--- src/rtl/corevx_tlb_pkg.sv ---
// Shared constants for the corevx TLB: physical page width, accesstag bit
// positions and the attribute word reported when translation is bypassed.
package corevx_tlb_pkg;

   localparam int PHYS_W = 22;
   localparam int VPN_W  = 20;

   // accesstag bit positions: {D,A,G,U,X,W,R,V}
   localparam int AT_V = 0;
   localparam int AT_R = 1;
   localparam int AT_W = 2;
   localparam int AT_X = 3;
   localparam int AT_U = 4;
   localparam int AT_G = 5;
   localparam int AT_A = 6;
   localparam int AT_D = 7;

   // Bypass attributes: everything permitted and dirty/accessed, not global.
   localparam logic [7:0] BYPASS_TAG = 8'hDF;

endpackage

--- src/rtl/corevx_tlb_assoc_way.sv ---
// One TLB way: per-set valid/tag/asid/attribute/PPN storage, the lookup
// comparator for the request stage and the fill-side match/valid probes.
module corevx_tlb_assoc_way #(
   parameter int ENTRIES_W = 4,
   parameter int ASID_W    = 9,
   parameter int PHYS_W    = corevx_tlb_pkg::PHYS_W
) (
   input  logic                clk,
   input  logic                rst,
   // lookup side (request stage)
   input  logic [ENTRIES_W-1:0] set_r_i,
   input  logic [19-ENTRIES_W:0] tag_r_i,
   input  logic [ASID_W-1:0]   asid_r_i,
   output logic                hit_o,
   output logic [7:0]          atag_o,
   output logic [PHYS_W-1:0]   phys_o,
   // fill / maintenance side
   input  logic [ENTRIES_W-1:0] set_w_i,
   input  logic [19-ENTRIES_W:0] tag_w_i,
   input  logic [ASID_W-1:0]   asid_w_i,
   output logic                match_w_o,
   output logic                valid_w_o,
   input  logic                we_i,
   input  logic [7:0]          wtag_i,
   input  logic [PHYS_W-1:0]   wphys_i,
   input  logic                inv_all_i,
   input  logic                inv_va_i
);
   import corevx_tlb_pkg::*;

   localparam int SETS  = 1 << ENTRIES_W;
   localparam int TAG_W = VPN_W - ENTRIES_W;

   logic [SETS-1:0]   valid_q;
   logic [TAG_W-1:0]  tag_q  [SETS];
   logic [ASID_W-1:0] asid_q [SETS];
   logic [7:1]        atag_q [SETS];
   logic [PHYS_W-1:0] phys_q [SETS];

   // Valid bits: reset/flush-all clears everything, single-page flush drops
   // the tag match at the addressed set, a fill loads V from the new tag.
   always_ff @(posedge clk) begin
      if (rst || inv_all_i)
         valid_q <= '0;
      else if (inv_va_i) begin
         if (valid_q[set_w_i] && tag_q[set_w_i] == tag_w_i)
            valid_q[set_w_i] <= 1'b0;
      end else if (we_i)
         valid_q[set_w_i] <= wtag_i[AT_V];
   end

   // Entry payload: only meaningful while valid, so no reset needed.
   always_ff @(posedge clk) begin
      if (we_i) begin
         tag_q[set_w_i]  <= tag_w_i;
         asid_q[set_w_i] <= asid_w_i;
         atag_q[set_w_i] <= wtag_i[7:1];
         phys_q[set_w_i] <= wphys_i;
      end
   end

   // Lookup compare and readout; global pages ignore the ASID.
   always_comb begin
      hit_o  = valid_q[set_r_i] && tag_q[set_r_i] == tag_r_i &&
               (atag_q[set_r_i][AT_G] || asid_q[set_r_i] == asid_r_i);
      atag_o = hit_o ? {atag_q[set_r_i], 1'b1} : 8'h00;
      phys_o = hit_o ? phys_q[set_r_i] : '0;
   end

   // Fill-side probes used by the top to pick the victim way.
   always_comb begin
      valid_w_o = valid_q[set_w_i];
      match_w_o = valid_q[set_w_i] && tag_q[set_w_i] == tag_w_i &&
                  (atag_q[set_w_i][AT_G] || asid_q[set_w_i] == asid_w_i);
   end

endmodule

--- src/rtl/corevx_tlb_assoc.sv ---
// Set-associative TLB top: request stage, per-set round-robin victim
// pointers, fill-way selection, maintenance priority and result mux.
module corevx_tlb_assoc #(
   parameter int ENTRIES_W = 4,
   parameter int WAYS      = 2,
   parameter int ASID_W    = 9,
   parameter int PHYS_W    = corevx_tlb_pkg::PHYS_W
) (
   input  logic              clk,
   input  logic              rst,
   input  logic              enable,
   input  logic [19:0]       virtual_address,
   input  logic [ASID_W-1:0] asid,
   input  logic              resolve,
   output logic              done,
   output logic              miss,
   output logic [7:0]        accesstag_r,
   output logic [PHYS_W-1:0] phys_r,
   input  logic              write,
   input  logic [19:0]       virtual_address_w,
   input  logic [ASID_W-1:0] asid_w,
   input  logic [7:0]        accesstag_w,
   input  logic [PHYS_W-1:0] phys_w,
   input  logic              invalidate,
   input  logic              invalidate_va
);
   import corevx_tlb_pkg::*;

   localparam int SETS  = 1 << ENTRIES_W;
   // A single way still gets a 1-bit pointer that never leaves 0.
   localparam int PTR_W = (WAYS > 1) ? $clog2(WAYS) : 1;

   logic              req_vld_q;
   logic              en_q;
   logic [19:0]       va_q;
   logic [ASID_W-1:0] asid_q;

   logic [PTR_W-1:0]  ptr_q [SETS];
   logic [PTR_W-1:0]  ptr_d;
   logic [PTR_W-1:0]  fill_way;
   logic              evict;

   logic              do_inv_va;
   logic              do_write;

   logic [WAYS-1:0]              hit;
   logic [WAYS-1:0]              match_w;
   logic [WAYS-1:0]              valid_w;
   logic [WAYS-1:0]              way_we;
   logic [WAYS-1:0][7:0]         rd_atag;
   logic [WAYS-1:0][PHYS_W-1:0]  rd_phys;

   logic [ENTRIES_W-1:0] set_w;
   assign set_w     = virtual_address_w[ENTRIES_W-1:0];
   assign do_inv_va = invalidate_va && !invalidate;
   assign do_write  = write && !invalidate && !invalidate_va;

   for (genvar g = 0; g < WAYS; g++) begin : g_way
      assign way_we[g] = do_write && fill_way == PTR_W'(g);

      corevx_tlb_assoc_way #(
         .ENTRIES_W(ENTRIES_W),
         .ASID_W   (ASID_W),
         .PHYS_W   (PHYS_W)
      ) u_way (
         .clk      (clk),
         .rst      (rst),
         .set_r_i  (va_q[ENTRIES_W-1:0]),
         .tag_r_i  (va_q[19:ENTRIES_W]),
         .asid_r_i (asid_q),
         .hit_o    (hit[g]),
         .atag_o   (rd_atag[g]),
         .phys_o   (rd_phys[g]),
         .set_w_i  (set_w),
         .tag_w_i  (virtual_address_w[19:ENTRIES_W]),
         .asid_w_i (asid_w),
         .match_w_o(match_w[g]),
         .valid_w_o(valid_w[g]),
         .we_i     (way_we[g]),
         .wtag_i   (accesstag_w),
         .wphys_i  (phys_w),
         .inv_all_i(invalidate),
         .inv_va_i (do_inv_va)
      );
   end

   // Request stage: capture the lookup; reset drops an outstanding one.
   always_ff @(posedge clk) begin
      if (rst) begin
         req_vld_q <= 1'b0;
         en_q      <= 1'b0;
         va_q      <= '0;
         asid_q    <= '0;
      end else begin
         req_vld_q <= resolve;
         if (resolve) begin
            en_q   <= enable;
            va_q   <= virtual_address;
            asid_q <= asid;
         end
      end
   end

   // Fill way: reuse a matching entry, else lowest invalid, else the victim.
   always_comb begin
      logic found;
      fill_way = '0;
      found    = 1'b0;
      for (int i = 0; i < WAYS; i++)
         if (!found && match_w[i]) begin
            fill_way = PTR_W'(i);
            found    = 1'b1;
         end
      for (int i = 0; i < WAYS; i++)
         if (!found && !valid_w[i]) begin
            fill_way = PTR_W'(i);
            found    = 1'b1;
         end
      evict = !found;
      if (!found)
         fill_way = ptr_q[set_w];
      ptr_d = (ptr_q[set_w] == PTR_W'(WAYS - 1)) ? '0 : ptr_q[set_w] + 1'b1;
   end

   // Victim pointers move only when an eviction actually happens.
   always_ff @(posedge clk) begin
      if (rst) begin
         for (int s = 0; s < SETS; s++)
            ptr_q[s] <= '0;
      end else if (do_write && evict)
         ptr_q[set_w] <= ptr_d;
   end

   // Result mux: bypass, lowest-index hit, or miss; all zero when idle.
   always_comb begin
      done        = req_vld_q;
      miss        = 1'b0;
      accesstag_r = 8'h00;
      phys_r      = '0;
      if (req_vld_q) begin
         if (!en_q) begin
            accesstag_r = BYPASS_TAG;
            phys_r      = PHYS_W'(va_q);
         end else if (|hit) begin
            for (int i = WAYS - 1; i >= 0; i--)
               if (hit[i]) begin
                  accesstag_r = rd_atag[i];
                  phys_r      = rd_phys[i];
               end
         end else
            miss = 1'b1;
      end
   end

endmodule

--- config.mk ---
export PLATFORM = sky130hd
export DESIGN_NAME = corevx_tlb_assoc
export DESIGN_NICKNAME = d
export VERILOG_FILES = /design/src/rtl/corevx_tlb_pkg.sv /design/src/rtl/corevx_tlb_assoc_way.sv /design/src/rtl/corevx_tlb_assoc.sv
export SDC_FILE = /design/constraint.sdc
export NUM_CORES = 2
export LEC_CHECK = 0
export CORE_MARGIN = 3
export CORE_UTILIZATION = 48
export DETAILED_ROUTE_END_ITERATION = 10
export GPL_ROUTABILITY_DRIVEN = 0
export GPL_TIMING_DRIVEN = 0
export PLACE_DENSITY = 0.67
export SLEW_MARGIN = 0
export SYNTH_ARGS = -nofsm -noshare
export SYNTH_HDL_FRONTEND = slang
export SYNTH_SLANG_ARGS = --single-unit
--- constraint.sdc ---
create_clock -name clk -period 9.7 [get_ports clk]
set_input_delay 2.91 -clock clk [delete_from_list [all_inputs] [get_ports clk]]
set_output_delay 2.91 -clock clk [all_outputs]
set_load 0.02 [all_outputs]
======== Yosys cells after proc, flatten, opt, wreduce, memory -nomap -nowiden ========
Memories as Yosys holds them, arrays and structs flattened. A register that Yosys moved wholly into a read port is not among the register bits.
Cells that the tools add are included.
Widths: inputs -> output; s select.
storage, ports and cells
  register bits after elaboration ......... 63
  latch bits .............................. 0
  RAM bits ................................ 1744
  bits in read-only memories .............. 0
  input bits .............................. 95
  output and inout bits ................... 32
  word-level logic and storage cells ...... 138
  memories kept ........................... 9
cells by class
  add/subtract/negate cells ............... 1
  $mul .................................... 0
  div/mod/pow operators ................... 0
  $lt $le $gt $ge ......................... 3
  equal/unequal tests ..................... 10
  shifts and indexed selects .............. 0
  mux-type cells .......................... 68
  bitwise logic cells ..................... 4
  reductions and logical operators ........ 37
memories
  name                   depth  bits a word  read ports  clocked after memory_dff  write ports  RTL line                    text
  g_way[0].u_way.phys_q  16     22           1           1                         1            corevx_tlb_assoc_way.sv:38  logic [PHYS_W-1:0] phys_q [SETS];
  g_way[1].u_way.phys_q  16     22           1           1                         1            corevx_tlb_assoc_way.sv:38
  g_way[0].u_way.tag_q   16     16           2           1                         1            corevx_tlb_assoc_way.sv:35  logic [TAG_W-1:0] tag_q [SETS];
  g_way[1].u_way.tag_q   16     16           2           1                         1            corevx_tlb_assoc_way.sv:35
  g_way[0].u_way.asid_q  16     9            2           1                         1            corevx_tlb_assoc_way.sv:36  logic [ASID_W-1:0] asid_q [SETS];
  g_way[1].u_way.asid_q  16     9            2           1                         1            corevx_tlb_assoc_way.sv:36
  +3 memories            -      -            -           -                         -            -
operator list
  kind                 count
  $mux 22              5
  $mux 16              6
  $mux 4               17
  $eq 16x16->1         4
  $mux 8               5
  $eq 9x9->1           4
  $and 16x16->16       2
  $bwmux 16            2
  $mux 1               28
  $logic_and 1x1->1    18
  $bmux 1 s4           4
  $not 16->16          1
  $lt 4x5->1 const B   2
  $logic_not 1->1      8
  $logic_or 1x1->1     5
  $demux 1 s4          1
  $ge 4x1->1 const B   1
  $ne 2x1->1 const B   2
  $reduce_and 2->1     2
  $reduce_bool 2->1    2
  $reduce_or 2->1      1
  $add 1x1->1 const B  1
  $not 1->1            1
  $reduce_or 1->1      1

======== Longest topological paths before layout ========
  depth in word-level cells ............... 21
  gate-level depth with buffers ........... 18

======== Cells and area by module ========
A second synthesis with hierarchy kept.
unflattened totals
  cell total of the unflattened synthesis .. 3791
  area total of the unflattened synthesis .. 78651.7 µm²
modules (own cells, without submodules)
  module                times used  cells each  area each (µm²)  sequential area each (µm²)
  corevx_tlb_assoc_way  2           1753        37982.7          26265.2
  corevx_tlb_assoc      1           285         2686.3           1101.1

======== Worst setup path after synthesis ========
Ideal clock, no wire load.
  kind .................................... input port to flip-flop
  start point ............................. input port virtual_address_w[0]
  end point ............................... memory g_way[0].u_way.asid_q[6][0], enable pin
  library setup time ...................... 0.466 ns
  arrival ................................. 7.988 ns
  required time ........................... 9.234 ns
  setup slack ............................. 1.246 ns
  cell stages on the path ................. 13
  path buffers ............................ 5
  path through ............................ buf_4 > buf_6 > buf_6 > buf_2 > mux4_2 > a2111oi_0 > a21oi_1 > o32ai_1 > nand4_1 > a211oi_2 > o21ai_2 > clkbuf_1 > nor2_1
on the way
  longest elaborated chain between the ends .. 19
  elaborated cells on any way between the ends .. 41
ends and longest elaborated chain
  what                                                          RTL line                                                text
  from (decl)                                                   corevx_tlb_assoc.sv:20                                  input logic [19:0] virtual_address_w,
  $mem_v2 16x16, or another cell as far along                   -
  $eq 16x16->1, or another cell as far along                    corevx_tlb_assoc_way.sv:73                              match_w_o = valid_q[set_w_i] && tag_q[set_w_i] == tag_w_i &&
  $logic_and 1x1->1 / $logic_or 1x1->1 (equally long branches)  corevx_tlb_assoc_way.sv:73, corevx_tlb_assoc_way.sv:74
  $logic_and 1x1->1                                             corevx_tlb_assoc_way.sv:73
  $mux 1                                                        corevx_tlb_assoc.sv:110                                 if (!found && match_w[i]) begin
  $logic_not 1->1                                               corevx_tlb_assoc.sv:110
  $logic_and 1x1->1                                             corevx_tlb_assoc.sv:110
  $mux 1                                                        corevx_tlb_assoc.sv:110
  [3 not listed]                                                -
  $logic_not 1->1                                               corevx_tlb_assoc.sv:115                                 if (!found && !valid_w[i]) begin
  $logic_and 1x1->1                                             corevx_tlb_assoc.sv:115
  $mux 1                                                        corevx_tlb_assoc.sv:115
  $mux 1                                                        corevx_tlb_assoc.sv:120                                 if (!found)
  $not 1->1                                                     corevx_tlb_assoc.sv:59                                  assign way_we[g] = do_write && fill_way == PTR_W'(g);
  $logic_and 1x1->1                                             corevx_tlb_assoc.sv:59
  $mux 1                                                        corevx_tlb_assoc_way.sv:54                              if (we_i) begin
  $mux 1 (not written as such)                                  corevx_tlb_assoc_way.sv:56                              asid_q[set_w_i] <= asid_w_i;
  to (decl)                                                     corevx_tlb_assoc_way.sv:36
Parallel ways exist; a longest one is shown, timed or not. The select of a mux whose other input is x is not followed.

======== Final worst setup path ========
  start point ............................. input port virtual_address_w[2]
  end point ............................... memory g_way[0].u_way.phys_q[10][21], enable pin
on the way
  longest elaborated chain between the ends .. 19
  elaborated cells on any way between the ends .. 41
ends and longest elaborated chain
  what                                                          RTL line                                                text
  $mem_v2 16x16, or another cell as far along                   -
  $eq 16x16->1, or another cell as far along                    corevx_tlb_assoc_way.sv:73
  $logic_and 1x1->1 / $logic_or 1x1->1 (equally long branches)  corevx_tlb_assoc_way.sv:73, corevx_tlb_assoc_way.sv:74
  $logic_and 1x1->1                                             corevx_tlb_assoc_way.sv:73
  $mux 1                                                        corevx_tlb_assoc.sv:110
  $logic_not 1->1                                               corevx_tlb_assoc.sv:110
  $logic_and 1x1->1                                             corevx_tlb_assoc.sv:110
  $mux 1                                                        corevx_tlb_assoc.sv:110
  [3 not listed]                                                -
  $logic_not 1->1                                               corevx_tlb_assoc.sv:115
  $logic_and 1x1->1                                             corevx_tlb_assoc.sv:115
  $mux 1                                                        corevx_tlb_assoc.sv:115
  $mux 1                                                        corevx_tlb_assoc.sv:120
  $not 1->1                                                     corevx_tlb_assoc.sv:59
  $logic_and 1x1->1                                             corevx_tlb_assoc.sv:59
  $mux 1                                                        corevx_tlb_assoc_way.sv:54
  $mux 1 (not written as such)                                  corevx_tlb_assoc_way.sv:58                              phys_q[set_w_i] <= wphys_i;
  to (decl)                                                     corevx_tlb_assoc_way.sv:38
Parallel ways exist; a longest one is shown, timed or not. The select of a mux whose other input is x is not followed.

==> results_dict.tcl <==
set metrics [dict create \
    status "complete, but fails checks" \
    failed_checks "capacitance limit, slew limit, setup timing" \
    fin_ws_ns -0.176 \
    grt_pass1_wl_um 361000 \
    grt_setup_unrepaired "no" \
    r2r_slack_ns 3.71 \
    cts_tree "yes" \
    pwr_density_cell_nw_per_um2 185 \
    power.switching_mw 3.91 \
    num_rows 147 \
    async_flop_share_pct 0 \
    clockRootBuffer "clkbuf_16" \
    wl_per_cell_um 39.5 \
    yosysWarnings 0 \
    crit_path_start_kind "input port" \
    worstPathRequired_ns 10.22 \
    slew_headroom_pct -4.03 \
    fmax_ghz 0.101 \
    ios 127 \
    synthCells 3916 \
    finalClockSkew_ns 0.0337 \
    period_share_pct 102 \
    area_growth_pct 15.3 \
    syn_avg_cell_area_um2 20.1 \
    power.leakage_nw 28.4 \
    hold_path.class "flip-flop to flip-flop" \
    clock_sinks 1811 \
    timing.hold.ws_ns 0.490 \
    setup_viol 139 \
    maxCapViolCount 1 \
    synth_common_cells "edfxtp_1 (1744), mux4_2 (675), mux2i_1 (223)" \
    die-height_um 411 \
    path_max_fanout 21 \
    final_max_slew_viol_count 11 \
    synth_most_common_cell "edfxtp_1" \
    htreeDepth 4 \
    dieWidth_um 411 \
    drtIter0Drc 7649 \
    finalHoldViolations 0 \
    cts_buffers 182 \
    cts.clk_slew.worst_paths_ns 0.06 \
    viasPerCell 6.92 \
    drc 0 \
    initial_core_util_pct 48.7 \
    core_area_um2 162000 \
    totalWireLength_um 262000 \
    synth.area.top_cells "edfxtp_1 (67%), mux4_2 (19%), mux2i_1 (2.8%), dfxtp_1 (1.7%), mux2_2 (0.82%)" \
    dp_slack_ns -1.03 \
    syn-num-nets 4011 \
    hpwlAfterDp_um 177000 \
    ir_drop_uv 200 \
    drive_above_1_share_pct 30.3 \
    vias 46000 \
    postRouteAntennaNets 0 \
    synthDominantCellAreaShare_pct 66.5 \
    power_mw 16.8 \
    cts_buffer_depth 3 \
    ys_seq_area_share_pct 68.2 \
    final_nets 4417 \
    combPwrFrac_pct 8.2 \
    grt_pass1_vias 45000 \
    worstMarginPinSlew_ns 1.56 \
    syn-cell-area_um2 78700 \
    grt_usage_pct 31.1 \
    swShare_pct 23.3 \
    clk_latency_ns 0.84 \
    min_period_ns 9.88 \
    seqPwrFrac_pct 51.6 \
    synth_edf_count 1744 \
    yosysTopAreaCell "edfxtp_1" \
    antenna_found_initial 14 \
    grt_max_degree 42 \
    synth.distinct_cells 88 \
    path_class "input port to flip-flop" \
    utilization_pct 56.2 \
    ys_seq_elements 1811 \
    port_buffers 122 \
    fillCellCount 12000 \
    min_path_cells 2 \
    rr_worst_depth 13 \
    endpoint_kind "flip-flop" \
    die-area_um2 169000 \
    overflow 0 \
    synthFlopType "edfxtp_1" \
    drt-pass1-iter-count 8 \
    internal_power_mw 12.9 \
    p_clk_share_pct 40.2 \
    crit_arrival_ns 10.39 \
]
critical path: stages:
cell             delay (ns)
clkdlybuf4s50_1        0.65
buf_6                  0.28
buf_4                  0.32
clkbuf_1               1.01
clkbuf_1               0.86
o221ai_1               0.48
o32ai_1                0.23
nand4_1                0.50
a211oi_2               0.71
o21ai_2                0.34
clkbuf_1               0.56
nor2_4                 0.66
buf_12                 0.27
buf_12                 0.21
buf_12                 0.23
routing by layer:
| layer | share of wire [%] | vias up | GRT usage, % | routed length (µm) |
|---|---|---|---|---|
| li1 | - | 17500 | - | - |
| met1 | 35 | 24200 | 41.5 | 92400 |
| met2 | 45 | 3565 | 46.9 | 119000 |
| met3 | 13 | 785 | 8.45 | 34000 |
| met4 | 6.5 | 4 | 16.5 | 17100 |
| met5 | 0.013 | - | 0 | 34 |
per-stage QoR:
step	setup TNS [ns]	instance area, µm²	instances
floorplan	0	78700	3916
global placement	-8464.53	82700	6198
detailed placement	-365.47	84900	6292
CTS	-0.0115	90700	6629
global route	0	90800	6636
finish	-15.52	90800	6643
placed cells by master (no fill, tap or decap), types with 48 or more instances in the layout:
cell type           n
a21oi_1            72
clkdlybuf4s50_1   109
edfxtp_1         1744
clkbuf_16         185
clkinv_1           48
o22ai_1            50
clkbuf_1          112
a22oi_1            59
buf_4              71
buf_2              71
mux2i_1           223
nand2_1            79
inv_1              58
nor2_1             66
buf_12             84
o21ai_0            67
mux2_2             57
xnor2_1            65
dfxtp_1            66
mux4_2            675
state kept, by name, indices dropped and copies added, names as in the netlist, named ones only:
name / flops
g_way.u_way.atag_q: 224
ptr_q: 16
g_way.u_way.asid_q: 288
g_way.u_way.valid_q: 32
asid_q: 9
en_q: 1
va_q: 20
g_way.u_way.tag_q: 512
done: 1
g_way.u_way.phys_q: 704
path summary, 6_finish.rpt:
path	from	end
min reg2reg	g_way[1].u_way.valid_q[11]	g_way[1].u_way.valid_q[11]
max	virtual_address_w[2]	g_way[0].u_way.phys_q[10][21]
max reg2reg	g_way[1].u_way.tag_q[10][3]	g_way[0].u_way.phys_q[10][21]
min	g_way[1].u_way.valid_q[11]	g_way[1].u_way.valid_q[11]
power by group through the flow:
stage          Clock, mW  Sequential, mW  Combinational (mW)
2_1_floorplan          0            8.78               0.761
3_3_place_gp           0            8.81                1.31
3_5_place_dp           0            8.81                1.33
4_1_cts             6.79            8.64                1.35
5_1_grt             7.11            8.64                1.41
6_report            6.75            8.65                1.38
repair_timing:
item,CTS,global route
setup buffers,0,5
setup endpoints to repair,31,46
resized for setup,90,16
hold buffers,0,0
pin swaps,2,3
cell families (layout without fill, tap and decap cells):
logic type,after synthesis,count (layout),share of synthesized area (%)
other,0,8,0
buffers and inverters,325,884,2.17
AOI/OAI and AO/OA,404,404,3.48
DFF,1811,1811,68.2
and+or+nand+nor,335,335,2.12
muxes,959,959,23.1
xor gates and xnor gates,82,82,0.912
final cells by class:
cell class,count,area (µm²),area share (%)
timing repair buffer,222,3200,3.53
antenna,8,20.0,0.0221
sequential,1811,53700,59.2
inverter,61,229,0.252
multi-input combinational,1780,23600,26.0
clock inverter,105,848,0.934
clock buffer,232,4780,5.27
buffer,264,1660,1.83
tap,2160,2700,2.98
(Power assumes the default switching activity.)
